`src/rtl/fifo_write_arbiter_if.sv`:
```
// Write-side bundle shared by N_REQ requesters, the write arbiter and the downstream FIFO.
// The arbiter takes the slave view; requesters and the FIFO together take the master view.
interface fifo_write_arbiter_if #(
  parameter int N_REQ = 4,
  parameter int WIDTH = 8
);
  localparam int ID_W = $clog2(N_REQ);

  logic [N_REQ*WIDTH-1:0] i_data;
  logic [N_REQ-1:0]       i_valid;
  logic [N_REQ-1:0]       o_ready;
  logic [WIDTH-1:0]       o_data;
  logic                   o_valid;
  logic                   i_ready;
  logic [ID_W-1:0]        o_id;

  modport slave (
    input  i_data, i_valid, i_ready,
    output o_ready, o_data, o_valid, o_id
  );

  modport master (
    output i_data, i_valid, i_ready,
    input  o_ready, o_data, o_valid, o_id
  );
endinterface

```
`src/rtl/fifo_write_arbiter.sv`:
```
// Round-robin write arbiter with burst locking feeding one registered beat per cycle into a
// shared valid/ready FIFO write port; o_data/o_valid/o_id are flop outputs.
module fifo_write_arbiter #(
  parameter int N_REQ     = 4,
  parameter int WIDTH     = 8,
  parameter int MAX_BURST = 4
) (
  input  logic                 i_clk,
  input  logic                 i_rst,
  input  logic                 i_cg,
  fifo_write_arbiter_if.slave  bus
);
  localparam int ID_W  = $clog2(N_REQ);
  localparam int CNT_W = $clog2(MAX_BURST + 1);

  typedef logic [ID_W-1:0]  id_t;
  typedef logic [CNT_W-1:0] cnt_t;
  typedef enum logic {ST_OPEN, ST_LOCKED} lock_state_e;

  lock_state_e      state_q, state_d;
  id_t              rr_ptr_q, rr_ptr_d;
  id_t              owner_q, owner_d;
  cnt_t             burst_cnt_q, burst_cnt_d;
  logic             out_valid_q, out_valid_d;
  logic [WIDTH-1:0] out_data_q, out_data_d;
  id_t              out_id_q, out_id_d;

  logic can_accept;
  logic lock_hit;
  logic grant_any;
  logic accept;
  id_t  grant_idx;

  // The output register can take a beat when it is empty or being drained this cycle.
  assign can_accept = i_cg & (~out_valid_q | bus.i_ready);
  assign accept     = grant_any & can_accept;

  always_comb begin
    // NOTE: every combinationally assigned signal gets a default first so no path leaves it
    // unassigned; a missing default infers a latch.
    id_t idx;
    idx       = '0;
    grant_idx = '0;
    grant_any = 1'b0;
    lock_hit  = (state_q == ST_LOCKED) && bus.i_valid[owner_q];
    if (lock_hit) begin
      grant_idx = owner_q;
      grant_any = 1'b1;
    end else begin
      // Scan from the farthest slot back to rr_ptr+1 so the nearest valid requester wins.
      for (int off = N_REQ; off >= 1; off--) begin
        idx = id_t'((int'(rr_ptr_q) + off) % N_REQ);
        if (bus.i_valid[idx]) begin
          grant_idx = idx;
          grant_any = 1'b1;
        end
      end
    end
  end

  always_comb begin
    bus.o_ready = '0;
    if (accept) begin
      bus.o_ready[grant_idx] = 1'b1;
    end
  end

  always_comb begin
    state_d     = state_q;
    rr_ptr_d    = rr_ptr_q;
    owner_d     = owner_q;
    burst_cnt_d = burst_cnt_q;
    out_valid_d = out_valid_q;
    out_data_d  = out_data_q;
    out_id_d    = out_id_q;

    if (i_cg) begin
      if (accept) begin
        out_valid_d = 1'b1;
        out_data_d  = bus.i_data[grant_idx*WIDTH +: WIDTH];
        out_id_d    = grant_idx;
      end else if (out_valid_q && bus.i_ready) begin
        out_valid_d = 1'b0;
      end

      // An owner that drops valid gives up the lock; the same cycle already arbitrates round-robin.
      if (state_q == ST_LOCKED && !lock_hit) begin
        state_d     = ST_OPEN;
        burst_cnt_d = '0;
        rr_ptr_d    = owner_q;
      end

      if (accept) begin
        if (lock_hit) begin
          if (burst_cnt_q == cnt_t'(MAX_BURST - 1)) begin
            state_d     = ST_OPEN;
            burst_cnt_d = '0;
            rr_ptr_d    = grant_idx;
          end else begin
            burst_cnt_d = burst_cnt_q + 1'b1;
          end
        end else begin
          rr_ptr_d = grant_idx;
          if (MAX_BURST > 1) begin
            state_d     = ST_LOCKED;
            owner_d     = grant_idx;
            burst_cnt_d = cnt_t'(1);
          end
        end
      end
    end
  end

  // Reset points rr_ptr at the last requester so requester 0 wins the first arbitration.
  always_ff @(posedge i_clk or posedge i_rst) begin
    // NOTE: sequential state uses non-blocking assignments so every flop samples the
    // pre-edge values regardless of statement order.
    if (i_rst) begin
      state_q     <= ST_OPEN;
      rr_ptr_q    <= id_t'(N_REQ - 1);
      owner_q     <= '0;
      burst_cnt_q <= '0;
      out_valid_q <= 1'b0;
      out_data_q  <= '0;
      out_id_q    <= '0;
    end else begin
      state_q     <= state_d;
      rr_ptr_q    <= rr_ptr_d;
      owner_q     <= owner_d;
      burst_cnt_q <= burst_cnt_d;
      out_valid_q <= out_valid_d;
      out_data_q  <= out_data_d;
      out_id_q    <= out_id_d;
    end
  end

  assign bus.o_valid = out_valid_q;
  assign bus.o_data  = out_data_q;
  assign bus.o_id    = out_id_q;

endmodule

```
`src/flat_wrapper.sv`:
```
// flat-port wrapper written by rule: the top's interface ports become plain ports
module fifo_write_arbiter_flat 
#(
  parameter int N_REQ     = 4,
  parameter int WIDTH     = 8,
  parameter int MAX_BURST = 4
)
  (i_clk, i_rst, i_cg, bus_i_data, bus_i_valid, bus_i_ready, bus_o_ready, bus_o_data, bus_o_valid, bus_o_id);
  fifo_write_arbiter_if #(.N_REQ(N_REQ), .WIDTH(WIDTH)) bus_i ();
  input  logic i_clk;
  input  logic i_rst;
  input  logic i_cg;
  input wire logic [$bits(bus_i.i_data)-1:0] bus_i_data;
  input wire logic [$bits(bus_i.i_valid)-1:0] bus_i_valid;
  input wire logic [$bits(bus_i.i_ready)-1:0] bus_i_ready;
  output wire logic [$bits(bus_i.o_ready)-1:0] bus_o_ready;
  output wire logic [$bits(bus_i.o_data)-1:0] bus_o_data;
  output wire logic [$bits(bus_i.o_valid)-1:0] bus_o_valid;
  output wire logic [$bits(bus_i.o_id)-1:0] bus_o_id;
  assign bus_i.i_data = bus_i_data;
  assign bus_i.i_valid = bus_i_valid;
  assign bus_i.i_ready = bus_i_ready;
  assign bus_o_ready = bus_i.o_ready;
  assign bus_o_data = bus_i.o_data;
  assign bus_o_valid = bus_i.o_valid;
  assign bus_o_id = bus_i.o_id;
  fifo_write_arbiter #(.N_REQ(N_REQ), .WIDTH(WIDTH), .MAX_BURST(MAX_BURST)) u_core (.i_clk(i_clk), .i_rst(i_rst), .i_cg(i_cg), .bus(bus_i));
endmodule
```
`config.mk`:
```
export PLATFORM = sky130hd
export DESIGN_NAME = fifo_write_arbiter_flat
export DESIGN_NICKNAME = d
export VERILOG_FILES = /design/src/rtl/fifo_write_arbiter_if.sv /design/src/rtl/fifo_write_arbiter.sv /design/src/flat_wrapper.sv
export SDC_FILE = /design/constraint.sdc
export NUM_CORES = 1
export LEC_CHECK = 0
export BUFFER_PORTS_ARGS = -buffer_cell sky130_fd_sc_hd__buf_2
export CORE_ASPECT_RATIO = 1.5
export CORE_MARGIN = 2
export CORE_UTILIZATION = 50
export DETAILED_ROUTE_END_ITERATION = 7
export GPL_ROUTABILITY_DRIVEN = 0
export GPL_TIMING_DRIVEN = 0
export PLACE_DENSITY_LB_ADDON = 0.2
export SLEW_MARGIN = 30
export SYNTH_ARGS = -nofsm -noshare
export SYNTH_HDL_FRONTEND = slang
export SYNTH_SLANG_ARGS = --single-unit
```
`constraint.sdc`:
```
create_clock -name i_clk -period 2.4 [get_ports i_clk]
set_input_delay 0.48 -clock i_clk [delete_from_list [all_inputs] [get_ports i_clk]]
set_output_delay 0.48 -clock i_clk [all_outputs]
set_load 0.01 [all_outputs]
```
# Yosys cells after proc, flatten, opt, wreduce, memory -nomap -nowiden
# Index checks and enable logic that the tools add are counted.
# word_totals
word_cells,74
mem_count,0
out_inout_bits,15
ff_bits,19
latch_bits,0
mem_bits_ro,0
mem_bits_rw,0
inputBits,40
# classes
n_lt_le_gt_ge,7
n_shift,1
add_sub_neg,5
n_reduce_logical,11
multipliers,0
n_eq_ne,1
div_mod_pow,0
n_bitwise,5
n_mux,37
# op_table
operator,count
$shiftx 32x6->8,1
$lt 2x3->1 const B,6
$mux 2,9
$mux 1,17
$mux 3,4
$bmux 1 s2,5
$reduce_and 2->1,3
$add 2x1->2 const B,2
$add 2x2->2 const B,2
$logic_and 1x1->1,4
$mux 4,1
$reduce_bool 2->1,2
$add 3x1->3 const B,1
$eq 3x2->1 const B,1
$reduce_and 3->1,1
$and 1x1->1,2
$demux 1 s2,1
$ge 2x1->1 const B,1
$not 1->1,2
$logic_not 1->1,1
$or 1x1->1,1

# Longest topological paths before layout
# logic_depth
depth_word,13
ltp_mapped,8
depth_no_buf,6

# Worst setup path before layout
# Ideal clock, no wire load.
# synth_timing
path_kind,register to output
from,reg u_core.rr_ptr_q[1]
to,out bus_o_ready[0]
path_stages_with_launch,8
arrival_time_ns,1.775
path_buffers,2
required_ns,1.920
path_slack_ns,0.145
cell_sequence,dfstp_2 -> buf_4 -> a21bo_1 -> a21oi_2 -> a311oi_4 -> buf_4 -> a31oi_1 -> nor3_1
# synth_via
elab_chain_len,13
elab_cells_between_ends,29
cone_classes,add/sub (4); order compare (2); mux (21); bitwise (1); reduce/logical (1)
# synth_rtl
element,line,source
start: declaration,fifo_write_arbiter.sv:21,"id_t rr_ptr_q, rr_ptr_d;"
start signal: assignment,fifo_write_arbiter.sv:120,rr_ptr_q <= id_t'(N_REQ - 1);
start signal: assignment,fifo_write_arbiter.sv:128,rr_ptr_q <= rr_ptr_d;
$add 2x1->2,fifo_write_arbiter.sv:52,idx = id_t'((int'(rr_ptr_q) + off) % N_REQ);
$bmux 1 s2,fifo_write_arbiter.sv:53,if (bus.i_valid[idx]) begin
$mux 1 (not written as such),fifo_write_arbiter.sv:53,
$mux 2 (4 in a row),fifo_write_arbiter.sv:53,
$mux 2,fifo_write_arbiter.sv:46,if (lock_hit) begin
$lt 2x3->1 (not written as such) / $ge 2x1->1 (equally long branches),fifo_write_arbiter.sv:64,bus.o_ready[grant_idx] = 1'b1;
$logic_and 1x1->1 (not written as such),fifo_write_arbiter.sv:64,
$mux 1 (not written as such),fifo_write_arbiter.sv:64,
$demux 1 s2,--,
$mux 4 (*),fifo_write_arbiter.sv:63,if (accept) begin
end: declaration,flat_wrapper.sv:16,output wire logic [$bits(bus_i.o_ready)-1:0] bus_o_ready;
# Mark *: on every way between the ends. The rest lies on a longest branch, timed or not. The select of a mux whose other input is x is not followed.

# Final worst setup path
# Same ends and word-level chain as after synthesis.

==> key figures <==
Outcome
  – Status: finished, violations left
  – Failing checks: negative setup slack

Placement
  – IO Port Bufs: 53
  – Dpl hpwl: roughly 3.2 mm
  – Placed Area: between 0.0015 and 0.002 mm2
  – Placed insts: approximately 290
  – Dpl ws: -151 ps

Routing
  – Drt via density: 5.82
  – Via count: between 1.5k and 2k
  – Drt wl/cell: around 15 um
  – Final WL: around 4.4 mm
  – 1st-iter DRT viols: 52
  – DR pass1 iterations: 4
  – DRC: 0
  – Post-route ant nets: 0

Floorplanning
  – Die X: 49.8 um
  – Die ar.: between 0.003 and 0.004 mm2
  – # rows: 24
  – Starting Density: a little over half
  – Die Span Y: between 70 and 80 um
  – Ports: 55
  – Placeable Area: approximately 0.0029 mm2

Synth
  – Post-Synth Adder-Cell Area: 0.795%
  – Synthesized area: between 0.0015 and 0.002 mm2
  – Synth Flop Type: dfrtp_1
  – Distinct cells, synth: 37
  – Net Count, Synth: roughly 240
  – Post-synthesis compound-gate area fraction: 22.2%
  – Largest family of logic cells by synthesized area: compound AO/OA/AOI/OAI gates
  – Synthesized flop and latch total: 19
  – Ys async rst share: 100%
  – Cells after Synth: about 190
  – Mux share of post-synthesis cell area: approximately 18%
  – XOR/XNOR Fraction of Synth Area: 0%
  – Synth Area in Simple Gates: between 20% and 30%
  – Post-synth EDFFs: 0
  – Sequential area share after synthesis: between 30% and 40%
  – Syn_area_per_cell: ~8.1 um2
  – Ys Warns: 0

CTS
  – Clk slew on worst S/H paths: 80 ps
  – Clock buffer count from CTS: 3
  – Hold_buf cts: 0
  – CTS H-Tree Depth: 1
  – Clock root buffer: clkbuf_8
  – TritonCTS clock tree: yes
  – Maximum root-to-sink buffer count: 2
  – Sink Count: 19
  – Worst-Skew Late Latency: roughly 260 ps

Critical path
  – Critical Path End Type: primary output
  – Critical Path, Cell by Cell: a21bo_1 -> a21oi_2 -> a311oi_4 -> buf_6 -> a31oi_1 -> nor3_1 -> buf_2
  – CP max stage cell: dfstp_2
  – Worst Setup Path Type: reg2out
  – Crit path launch type: flop
  – Critical-path maximum fanout: 5
  – Delay-heaviest family, CP: flip-flops
  – Crit path largest cell delay: 560 ps
  – Arrival time worst endpoint: 1950 ps
  – Req. time, crit path: around 1900 ps
  – Worst Path Buf+Inv: 2

GRT
  – Tot GR Track Use: 25.8%
  – First-pass GRT wire length: 7.29 mm
  – Grt total ovfl: 0
  – Pin count of the biggest net entering global routing: 20
  – Vias in the first global route: approximately 1.6k
  – Initial antenna violation count: 0

STA
  – Fin Clk Skew: between 1.5 and 2 ps
  – Fin crit period: 2430 ps
  – Final worst slack: -34.7 ps
  – RSZ-0062 raised after global routing: true
  – Final period util: 101%
  – Final hold vios: 0
  – Fin. max-slew vios: 0
  – Setup-failing EPs final: 1
  – Slew headroom: around half
  – Worst Max-Slew Pin Slew: a little under 800 ps
  – Worst hold slack: between 300 and 400 ps
  – F_max: around 410 MHz

Flow run
  – Max-cap violations: 0

Finish
  – Fin area: just over 0.002 mm2
  – Antenna cells: 0
  – Commonest non-fill, non-tap cells in the layout: 54 x buf_2, 28 x nand2_1, 26 x mux2i_1
  – Nets: 295
  – Layout Cells excl Fill: 292
  – Share of layout cells above drive strength 1: between 30% and 40%
  – Commonest non-fill, non-tap cell in the layout: buf_2
  – Area grow syn2layout: 28.9%

Hold path
  – Hold crit path type: in2async

Power and ir drop
  – Leak Pwr: 1.01 nW
  – Cell Pwr Density: about 1100 mW/mm2
  – VDD IR max: about 0.00061 V
-- state kept, by name (all words and copies together) (netlist names) --
| name | count |
|---|---|
| u_core.state_q | 1 |
| u_core.owner_q | 2 |
| u_core.rr_ptr_q | 2 |
| u_core.bus.o_data | 8 |
| u_core.burst_cnt_q | 3 |
| u_core.bus.o_id | 2 |
| u_core.bus.o_valid | 1 |
-- cells in the mapped netlist (2+ instances only) --
cell type / instances / area (um2)
nand2_1: 28 / 105
mux2i_1: 26 / 260
clkbuf_1: 4 / 15.0
nor2_1: 18 / 67.6
o21ai_0: 17 / 85.1
buf_2: 3 / 15.0
inv_1: 14 / 52.6
and3_1: 3 / 18.8
a32oi_1: 2 / 17.5
buf_4: 4 / 30.0
dfrtp_1: 17 / 425
a31oi_1: 3 / 18.8
buf_1: 3 / 11.3
nand2b_1: 2 / 12.5
dfstp_2: 2 / 52.6
and2_1: 3 / 18.8
a21oi_1: 3 / 15.0
nor3_1: 2 / 10.0
a221oi_1: 8 / 70.1
o21a_1: 2 / 15.0
mux2_1: 2 / 22.5
a211oi_1: 9 / 67.6
nand3_1: 5 / 25.0
-- layer usage --
layer | wire length [um] | up-vias | global-route usage, %
met2 | 2380 | 74 | 49.2
li1 | - | 806 | -
met1 | 1660 | 805 | 27.9
met5 | 0 | - | 0
met3 | 238 | 14 | 2.87
met4 | 148 | 0 | 12.0
-- through the flow --
stage / utilization, % / total power [mW] / setup TNS (ps)
after floorplan: - / 1.51 / 0
after global placement: 64.2 / 1.83 / -794
after detailed placement: 64.2 / 1.86 / -532
after CTS: 67.6 / 2.18 / 0
after global routing: 69.0 / 2.43 / -222
final: 69.0 / 2.26 / -34.7
-- final cells by class --
| cell class | count | area, um2 |
|---|---|---|
| inverter | 14 | 52.6 |
| buffer | 11 | 83.8 |
| clock buffer | 3 | 41.3 |
| clock inverter | 1 | 7.51 |
| fill | 279 | 913 |
| sequential | 19 | 478 |
| multi-input combinational | 146 | 1010 |
| tap | 39 | 48.8 |
| timing repair buffer | 59 | 310 |
-- cell families after synthesis --
family,Yosys count
and+or+nand+nor,68
adders and majority gates,1
DFF,19
buffers and inverters,29
AOI/OAI and AO/OA,49
muxes,28
-- final timing paths --
path	from	endpoint	slack (ps)	depth (start not counted)
setup / recovery	u_core.rr_ptr_q[1]$_DFFE_PP1P_	bus_o_ready[0]	-30	7
setup reg to reg	u_core.owner_q[0]$_DFFE_PP0P_	u_core.bus.o_data[7]$_DFFE_PP0P_	190	8
hold reg to reg	u_core.bus.o_id[0]$_DFFE_PP0P_	u_core.bus.o_id[0]$_DFFE_PP0P_	470	2
hold / removal	i_rst	u_core.bus.o_id[1]$_DFFE_PP0P_	350	2
min in group i_clk	u_core.bus.o_id[0]$_DFFE_PP0P_	u_core.bus.o_id[0]$_DFFE_PP0P_	470	2
max in group asynchronous	i_rst	u_core.owner_q[1]$_DFFE_PP0P_	1570	2
-- report_power, final --
part | switching (mW) | total (mW) | leakage [nW] | internal [mW]
clock | 0.121 | 0.238 | 0.0217 | 0.117
combinational | 0.799 | 1.45 | 0.767 | 0.654
sequential | 0.0978 | 0.571 | 0.217 | 0.474
total | 1.02 | 2.26 | 1.01 | 1.24
-- what timing repair did --
item / in CTS / in global routing
gates resized for setup: 9 / 9
buffers inserted: 5 / 1
endpoints found under the setup margin: 4 / 5
pin swaps: 2 / 7
-- worst register-to-register path: cells and delay by family (launching register included) --
family | cells | cell delay (ps)
AO/OA/AOI/OAI | 2 | 560
buffers and inverters | 2 | 300
flip-flops | 1 | 380
multiplexers | 1 | 360
AND/OR/NAND/NOR | 3 | 470
No activity file was read; power rests on OpenSTA's default activity.
